`src/rtl/ifetch_unit_if.sv`:
```
// Fetch-unit bus bundle: memory-controller handshake plus the decoder-facing issue port.
interface ifetch_unit_if #(
  parameter int unsigned ADDR_W = 32
) ();

  // Memory controller side
  logic              mem_req;
  logic [ADDR_W-1:0] mem_addr;
  logic              mem_done;
  logic [31:0]       mem_data;

  // Decoder side
  logic [31:0]       ins;
  logic              ins_flag;
  logic [31:0]       ins_imm;
  logic [ADDR_W-1:0] ins_pc;

  // Fetch unit drives requests and issued instructions
  modport master (
    output mem_req,
    output mem_addr,
    input  mem_done,
    input  mem_data,
    output ins,
    output ins_flag,
    output ins_imm,
    output ins_pc
  );

  // Memory controller / decoder view
  modport slave (
    input  mem_req,
    input  mem_addr,
    output mem_done,
    output mem_data,
    input  ins,
    input  ins_flag,
    input  ins_imm,
    input  ins_pc
  );

endinterface

```
`src/rtl/ifetch_unit.sv`:
```
// Instruction fetch front end: owns the PC, fetches one word at a time from the memory
// controller, generates the immediate and issues one instruction per valid pulse.
// Static prediction: JAL taken, everything else falls through to pc+4.
module ifetch_unit #(
  parameter int unsigned       ADDR_W   = 32,
  parameter logic [ADDR_W-1:0] RESET_PC = '0
) (
  input  logic              clk_i,
  input  logic              rst_ni,
  input  logic              rdy_i,
  input  logic              stall_i,
  input  logic              br_flag_i,
  input  logic [ADDR_W-1:0] br_pc_i,
  ifetch_unit_if.master     bus_io
);

  localparam logic [6:0] OpLoad   = 7'b0000011;
  localparam logic [6:0] OpOpImm  = 7'b0010011;
  localparam logic [6:0] OpAuipc  = 7'b0010111;
  localparam logic [6:0] OpStore  = 7'b0100011;
  localparam logic [6:0] OpLui    = 7'b0110111;
  localparam logic [6:0] OpBranch = 7'b1100011;
  localparam logic [6:0] OpJalr   = 7'b1100111;
  localparam logic [6:0] OpJal    = 7'b1101111;

  typedef enum logic [1:0] {StFetch, StWait, StHold} state_e;

  state_e            state_q, state_d;
  logic [ADDR_W-1:0] pc_q, pc_d;
  logic              discard_q, discard_d;
  logic              mem_req_q, mem_req_d;
  logic [ADDR_W-1:0] mem_addr_q, mem_addr_d;
  logic [31:0]       hold_q, hold_d;
  logic [31:0]       ins_q, ins_d;
  logic              ins_flag_q, ins_flag_d;
  logic [31:0]       imm_q, imm_d;
  logic [ADDR_W-1:0] ins_pc_q, ins_pc_d;

  logic              do_issue;
  logic [31:0]       issue_word;
  logic [31:0]       issue_imm;

  // Sign-extended immediate selected by the major opcode
  function automatic logic [31:0] gen_imm(input logic [31:0] w);
    logic [31:0] imm;
    unique case (w[6:0])
      OpLoad, OpJalr: imm = {{20{w[31]}}, w[31:20]};
      OpOpImm: begin
        // funct3 001/101 are shifts: shamt is unsigned and funct7 must not leak in
        if (w[13:12] == 2'b01) imm = {27'b0, w[24:20]};
        else                   imm = {{20{w[31]}}, w[31:20]};
      end
      OpStore:        imm = {{20{w[31]}}, w[31:25], w[11:7]};
      OpBranch:       imm = {{19{w[31]}}, w[31], w[7], w[30:25], w[11:8], 1'b0};
      OpLui, OpAuipc: imm = {w[31:12], 12'b0};
      OpJal:          imm = {{11{w[31]}}, w[31], w[19:12], w[20], w[30:21], 1'b0};
      default:        imm = '0;
    endcase
    return imm;
  endfunction

  assign issue_imm = gen_imm(issue_word);

  // Next-state logic for the fetch FSM, PC and issue registers
  always_comb begin
    state_d    = state_q;
    pc_d       = pc_q;
    discard_d  = discard_q;
    mem_req_d  = mem_req_q;
    mem_addr_d = mem_addr_q;
    hold_d     = hold_q;
    ins_d      = ins_q;
    imm_d      = imm_q;
    ins_pc_d   = ins_pc_q;
    ins_flag_d = 1'b0;
    do_issue   = 1'b0;
    issue_word = hold_q;

    unique case (state_q)
      StFetch: begin
        mem_req_d  = 1'b1;
        mem_addr_d = br_flag_i ? br_pc_i : pc_q;
        if (br_flag_i) pc_d = br_pc_i;
        state_d = StWait;
      end
      StWait: begin
        if (bus_io.mem_done) begin
          mem_req_d = 1'b0;
          if (discard_q || br_flag_i) begin
            // Stale word from before a redirect: drop it
            discard_d = 1'b0;
            if (br_flag_i) pc_d = br_pc_i;
            state_d = StFetch;
          end else if (!stall_i) begin
            do_issue   = 1'b1;
            issue_word = bus_io.mem_data;
            state_d    = StFetch;
          end else begin
            hold_d  = bus_io.mem_data;
            state_d = StHold;
          end
        end else if (br_flag_i) begin
          // Controller cannot abort: keep the request and throw the reply away later
          discard_d = 1'b1;
          pc_d      = br_pc_i;
        end
      end
      StHold: begin
        if (br_flag_i) begin
          pc_d    = br_pc_i;
          state_d = StFetch;
        end else if (!stall_i) begin
          do_issue = 1'b1;
          state_d  = StFetch;
        end
      end
      default: state_d = StFetch;
    endcase

    if (do_issue) begin
      ins_d      = issue_word;
      imm_d      = issue_imm;
      ins_pc_d   = pc_q;
      ins_flag_d = 1'b1;
      if (issue_word[6:0] == OpJal) pc_d = pc_q + ADDR_W'(issue_imm);
      else                          pc_d = pc_q + ADDR_W'(32'd4);
    end
  end

  // State registers; rdy low freezes everything including the issue pulse
  always_ff @(posedge clk_i or negedge rst_ni) begin
    if (!rst_ni) begin
      state_q    <= StFetch;
      pc_q       <= RESET_PC;
      discard_q  <= 1'b0;
      mem_req_q  <= 1'b0;
      mem_addr_q <= RESET_PC;
      hold_q     <= '0;
      ins_q      <= '0;
      imm_q      <= '0;
      ins_pc_q   <= '0;
      ins_flag_q <= 1'b0;
    end else if (rdy_i) begin
      state_q    <= state_d;
      pc_q       <= pc_d;
      discard_q  <= discard_d;
      mem_req_q  <= mem_req_d;
      mem_addr_q <= mem_addr_d;
      hold_q     <= hold_d;
      ins_q      <= ins_d;
      imm_q      <= imm_d;
      ins_pc_q   <= ins_pc_d;
      ins_flag_q <= ins_flag_d;
    end
  end

  assign bus_io.mem_req  = mem_req_q;
  assign bus_io.mem_addr = mem_addr_q;
  assign bus_io.ins      = ins_q;
  assign bus_io.ins_flag = ins_flag_q;
  assign bus_io.ins_imm  = imm_q;
  assign bus_io.ins_pc   = ins_pc_q;

endmodule

```
`src/flat_wrapper.sv`:
```
// flat-port wrapper written by rule: the top's interface ports become plain ports
module ifetch_unit_flat 
#(
  parameter int unsigned       ADDR_W   = 32,
  parameter logic [ADDR_W-1:0] RESET_PC = '0
)
  (clk_i, rst_ni, rdy_i, stall_i, br_flag_i, br_pc_i, bus_io_mem_req, bus_io_mem_addr, bus_io_mem_done, bus_io_mem_data, bus_io_ins, bus_io_ins_flag, bus_io_ins_imm, bus_io_ins_pc);
  ifetch_unit_if #(.ADDR_W(ADDR_W)) bus_io_i ();
  input  logic clk_i;
  input  logic rst_ni;
  input  logic rdy_i;
  input  logic stall_i;
  input  logic br_flag_i;
  input  logic [ADDR_W-1:0] br_pc_i;
  output wire logic [$bits(bus_io_i.mem_req)-1:0] bus_io_mem_req;
  output wire logic [$bits(bus_io_i.mem_addr)-1:0] bus_io_mem_addr;
  input wire logic [$bits(bus_io_i.mem_done)-1:0] bus_io_mem_done;
  input wire logic [$bits(bus_io_i.mem_data)-1:0] bus_io_mem_data;
  output wire logic [$bits(bus_io_i.ins)-1:0] bus_io_ins;
  output wire logic [$bits(bus_io_i.ins_flag)-1:0] bus_io_ins_flag;
  output wire logic [$bits(bus_io_i.ins_imm)-1:0] bus_io_ins_imm;
  output wire logic [$bits(bus_io_i.ins_pc)-1:0] bus_io_ins_pc;
  assign bus_io_mem_req = bus_io_i.mem_req;
  assign bus_io_mem_addr = bus_io_i.mem_addr;
  assign bus_io_i.mem_done = bus_io_mem_done;
  assign bus_io_i.mem_data = bus_io_mem_data;
  assign bus_io_ins = bus_io_i.ins;
  assign bus_io_ins_flag = bus_io_i.ins_flag;
  assign bus_io_ins_imm = bus_io_i.ins_imm;
  assign bus_io_ins_pc = bus_io_i.ins_pc;
  ifetch_unit #(.ADDR_W(ADDR_W), .RESET_PC(RESET_PC)) u_core (.clk_i(clk_i), .rst_ni(rst_ni), .rdy_i(rdy_i), .stall_i(stall_i), .br_flag_i(br_flag_i), .br_pc_i(br_pc_i), .bus_io(bus_io_i));
endmodule
```
`config.mk`:
```
export PLATFORM = sky130hd
export DESIGN_NAME = ifetch_unit_flat
export DESIGN_NICKNAME = d
export VERILOG_FILES = /design/src/rtl/ifetch_unit_if.sv /design/src/rtl/ifetch_unit.sv /design/src/flat_wrapper.sv
export SDC_FILE = /design/constraint.sdc
export NUM_CORES = 1
export LEC_CHECK = 0
export ABC_AREA = 1
export BUFFER_PORTS_ARGS = -buffer_cell sky130_fd_sc_hd__buf_4
export CORE_ASPECT_RATIO = 2
export CORE_MARGIN = 2
export CORE_UTILIZATION = 57
export CTS_CLUSTER_DIAMETER = 150
export DETAILED_ROUTE_END_ITERATION = 12
export MAX_ROUTING_LAYER = met4
export PLACE_DENSITY = 0.83
export SYNTH_ARGS = -nofsm -noshare
export SYNTH_HDL_FRONTEND = slang
export SYNTH_SLANG_ARGS = --single-unit
```
`constraint.sdc`:
```
create_clock -name clk_i -period 9.8 [get_ports clk_i]
set_clock_uncertainty 0.05 [all_clocks]
set_input_delay 0.49 -clock clk_i [delete_from_list [all_inputs] [get_ports clk_i]]
set_output_delay 0.49 -clock clk_i [all_outputs]
set_load 0.01 [all_outputs]
```
# --- Word level (Yosys, flattened, before mapping) ---
# Index checks and enable logic that the tools add are counted.
# W data, S select, Z words.
classes:
  n_addsub: 2
  eq_ne: 15
  n_mux: 29
  bitwise_logic: 1
  reduce_logical: 15
ops:
  columns: ["op", "count"]
  rows:
  - ["$mux W32", 10]
  - ["$pmux W32 S6", 1]
  - ["$pmux W32 S2", 1]
  - ["$add A32 B3 Y32 const B", 1]
  - ["$add A32 B32 Y32", 1]
  - ["$eq A7 B7 Y1 const B", 3]
  - ["$eq A7 B5 Y1 const B", 2]
  - ["$eq A7 B6 Y1 const B", 2]
  - ["$mux W2", 5]
  - ["$mux W1", 9]
  - ["$reduce_and A3 Y1", 3]
  - ["$eq A7 B2 Y1 const B", 1]
  - ["$pmux W2 S3", 1]
  - ["$reduce_or A2 Y1", 3]
  - ["$reduce_and A5 Y1", 1]
  - ["$eq A2 B1 Y1 const B", 2]
  - ["$ne A4 B2 Y1 const B", 1]
  - ["$pmux W1 S2", 2]
  - ["$reduce_and A2 Y1", 2]
  - ["$reduce_and A4 Y1", 1]
  - ["$reduce_bool A2 Y1", 2]
  - ["$ne A3 B3 Y1 const B", 1]
  - ["$reduce_bool A3 Y1", 1]
  - ["$eq A2 B2 Y1 const B", 1]
  - ["other kinds (5)", 5]
word_totals:
  ff_bits: 197
  in_bits: 70
  out_inout_bits: 130
  wordCells: 72

# --- Logic depth before layout (Yosys ltp) ---
logic_depth:
  ltp_word: 10
  depth_mapped: 32
  depth_no_buf: 31

# --- Worst setup path after synthesis ---
# Ideal clock, no wire load.
synth_timing:
  path_type: "reg-to-reg"
  startpoint: "register u_core.state_q[1]"
  endpoint: "register u_core.pc_q[14]"
  setup_ns: 0.132
  t_arrival_ns: 3.484
  required_time_ns: 9.618
  slack_ns: 6.134
  path_stages_with_launch: 30
  path_buffers: 2
  period_less_slack_ns: 3.666
  cell_sequence: "dfrtp_1 inv_1 ha_1 nand2_1 inv_2 nand3_2 buf_6 nand2_1 nand2_1 nand2_2 nor2_2 nand2_2 inv_2 buf_2 o21ai_0 nand2_1 fa_1 nand2_1 a21oi_1 a21oi_1 inv_1 nand2_1 nand2_1 nand2_1 nand2_1 xor2_1 nand2_1 nand3_1 o211ai_1 o21ai_0"
synth_between:
  elab_chain_len: 8
  elab_cells_between_ends: 26
  classes_between: "1 x add/sub; 12 x eq/ne; 7 x mux; 6 x reduce/logical"
synth_rtl:
  columns: ["item", "line_no", "rtl"]
  rows:
  - ["start, declared", "ifetch_unit.sv:28", "state_e state_q, state_d;"]
  - ["start signal, assigned", "ifetch_unit.sv:133", "state_q <= StFetch;"]
  - ["start signal, assigned", "ifetch_unit.sv:144", "state_q <= state_d;"]
  - ["$eq A2 B1 Y1 (*)", "ifetch_unit.sv:79", "unique case (state_q)"]
  - ["$mux W32 (*)", "ifetch_unit.sv:79", null]
  - ["$eq A7 B6 Y1, or another cell as far along", "ifetch_unit.sv:46", "unique case (w[6:0])"]
  - ["$reduce_or A2 Y1", "ifetch_unit.sv:46", null]
  - ["$pmux W32 S6 (*)", "ifetch_unit.sv:46", null]
  - ["via u_core.issue_imm[1]", "ifetch_unit.sv:41", "logic [31:0] issue_imm;"]
  - ["$add A32 B32 Y32 (*)", "ifetch_unit.sv:125", "if (issue_word[6:0] == OpJal) pc_d = pc_q + ADDR_W'(issue_imm);"]
  - ["$mux W32 (*)", "ifetch_unit.sv:125", null]
  - ["$mux W32 (*)", "ifetch_unit.sv:120", "if (do_issue) begin"]
  - ["end signal, assigned", "ifetch_unit.sv:145", "pc_q <= pc_d;"]
  - ["end, declared", "ifetch_unit.sv:29", "logic [ADDR_W-1:0] pc_q, pc_d;"]
# Mark *: on every way through the listed nets, which the timed path passes. The rest lies on a longest branch.
# A chain may end at the register's enable or synchronous reset.

# --- Final worst setup path ---
layout_timing:
  startpoint: "register u_core.state_q[1]"
  endpoint: "register u_core.pc_q[23]"
# The elaborated chain is that of the path after synthesis.

==> reports/qor.csv <==
metric,value,unit
leakage,7.28,nW
min_period_over_period,59.1,%
synth_warnings,0,
dp_slack,4010,ps
wl_per_cell,18.2,um
synthMuxAreaShare,0.279,%
synth_area,0.0117,mm2
tightest_slew,1130,ps
synth_area_leaders,"dfrtp_1 42%, nand2_1 19%, o21ai_0 8.1%",
ys_seq_area_share,42.3,%
layout.cells.non_filler,2053,
area_delta_synth_final,18.5,%
die_w,105,um
crit_fanout,33,
timing.hold.ws,97.3,ps
drv_cap,0,
ys_types,49,
ant_nets,0,
synth_compound_area_share,16.1,%
fillers,1780,
synth-xor-area-share,2.18,%
cts_post_setup_buffers_inserted,0,
cp-start-kind,flip-flop,
finalSetupViolations,0,
root_buffer,clkbuf_16,
drc,0,
grt_pass1_vias,11300,
path_clk_slew,70,ps
relSlewSlack,24.1,%
cts_tree,done,
hold_path.class,input port to asynchronous set/reset pin,
power,0.00331,W
synth_flop_cell,dfrtp_1,
status,"complete, no violations",
synthArstFlopShare,100,%
clock_latency,460,ps
wirelength,37500,um
grt_max_degree,125,
cts_buffers,17,
port_buffers,199,
ioPinCount,200,
fmax,173,MHz
arrival,6070,ps
gp_congestion,0.976,
ctsResizeCount,0,
dp.cells,2021,
antenna_found_initial,0,
layout.nets,1881,
synth_top_area_share,42.3,%
synth_area_per_cell,7.20,um2
antenna_cells,0,
drt_first_pass_iters,8,
syn_nets,1726,
syn_inst,1619,
die_area,0.0217,mm2
synthAdderAreaFrac,4.03,%
synth_simple_gate_area_share,27.8,%
dp_hpwl,28900,um
first_iter_violations,797,
ff2ff_path_depth,25,
grt.total_usage,36.5,%
grt_overflow,0,
synth_top_family_by_area,simple AND/OR/NAND/NOR gates,
rows,74,
ys_seq_elements,197,
core,0.0203,mm2
viasPerCell,5.61,
hold_viol,0,
hold_buffers,0,
critPathKind,flip-flop to flip-flop,
rsz0062_at_grt,no,
grt_pass1_wl,59100,um
endpoint_kind,flip-flop,
power.density,239,mW/mm2
clk_path_buf_depth,2,
drive_above_1_share,16.1,%
initial_utilization,57.5,%
ir_drop,0.173,mV
setup_slack,4010,ps
cp.required,10080,ps
cts.sinks,197,
num_vias,11500,
h-tree-depth,4,
synth_edf_count,0,
final_max_slew_viol_count,0,
tns,0,ps
die_h,206,um
fin_crit,5790,ps
synth_top_area_cell,dfrtp_1,
==> cell type report <==
type                       instances  area, um2  area share (%)
sequential                       197       4930            35.7
inverter                         147        557            4.03
timing repair buffer             205       1550            11.2
tap                              266        333            2.41
clock inverter                    14        140            1.01
clock buffer                      18        439            3.18
multi-input combinational       1206       5870            42.5
==> Yosys cell counts (4+ instances only) <==
cell type and n:
a21o_1 5, a21oi_1 72, a31oi_1 7, buf_1 4, buf_2 11, buf_6 5
clkbuf_1 49, dfrtp_1 197, ha_1 36, inv_1 139, inv_2 7, nand2_1 580
nand2_2 11, nand3_1 41, nand4_1 22, nor2_1 95, nor2_2 7, nor3_1 15
nor4_1 5, o211ai_1 4, o21a_1 4, o21ai_0 188, o21ai_1 32, o21ai_2 8
o21bai_1 5, o22ai_1 6, xnor2_1 4, xor2_1 25
==> final timing paths <==
check,from,end,slack [ps]
max,u_core.state_q[1],u_core.pc_q[23],4010
min,rst_ni,u_core.bus_io.ins[15],100
max reg2reg,u_core.state_q[1],u_core.pc_q[23],4010
min reg2reg,u_core.bus_io.ins[14],u_core.bus_io.ins[14],430
max in group asynchronous,rst_ni,u_core.bus_io.ins[6],7940
min in group clk_i,bus_io_mem_data[11],u_core.hold_q[11],200
==> worst max-delay path, cell delays in order (launching register included) <==
cell and delay (ps):
dfrtp_1 400, inv_1 110, ha_1 270, nand2_1 120, inv_2 160, nand3_2 480, nand2_1 190, nand2_1 110
nand2_2 150, nor2_2 70, nand2_2 600, inv_2 480, o21ai_0 270, nand2_1 100, ha_1 350, a21oi_1 170
nand2_1 110, a21oi_1 280, o21ai_0 230, nand2_1 110, nand2_1 130, nand2_1 90, nand2_1 80, xor2_1 170
a21oi_1 270, o22ai_1 110
==> report_power, final <==
part	switching (W)	internal [W]
Sequential	0.000212	0.00110
Clock	0.000342	0.000365
Combinational	0.000778	0.000508
Total	0.00133	0.00198
==> per-stage QoR <==
step	area, um2	util, %
after detailed placement	13200	65.3
after global routing	13800	68.1
after global placement	13200	65.3
final	13800	68.1
after floorplan	11700	-
after CTS	13800	68.1
==> state kept, by name (all words and copies together) (netlist names) <==
name and count:
u_core.hold_q 32, u_core.bus_io.mem_addr 32, u_core.state_q 2, u_core.bus_io.mem_req 1, u_core.pc_q 32, u_core.bus_io.ins_pc 32
u_core.bus_io.ins 32, u_core.bus_io.ins_imm 32, u_core.bus_io.ins_flag 1, u_core.discard_q 1
==> cells in the final DEF (no fill, tap or decap), drive strengths merged, types with 2 or more instances in the layout <==
master,synthesis,final
nor4,5,5
o2111ai,2,2
a22oi,3,3
clkbuf,49,19
o31ai,3,3
a31oi,7,7
xnor2,4,4
a211oi,2,2
o21a,4,4
a21oi,72,72
dfrtp,197,197
a21o,5,5
xor2,25,25
o21ai,228,228
ha,36,36
nand3,44,44
or2,3,3
nand2,592,592
a221oi,2,2
buf,20,204
o21bai,5,5
o211ai,4,4
nor2,105,105
nor3,18,18
inv,147,154
nand4,22,22
clkinv,0,5
mux2,2,2
o22ai,6,6
==> routing by layer <==
layer	vias up	wire length [um]	GRT usage, %
met5	-	0	-
met4	0	2080	19.5
met3	121	1680	4.13
met2	453	19900	65.3
met1	5366	13800	39.4
li1	5568	-	-
==> kinds of logic after synthesis <==
| logic type | count (synthesis) |
|---|---|
| and+or+nand+nor | 791 |
| AOI/OAI and AO/OA | 346 |
| buffers and inverters | 216 |
| DFF | 197 |
| adders and majority gates | 37 |
| xor gates and xnor gates | 29 |
| muxes | 3 |
(Power assumes the default switching activity.)
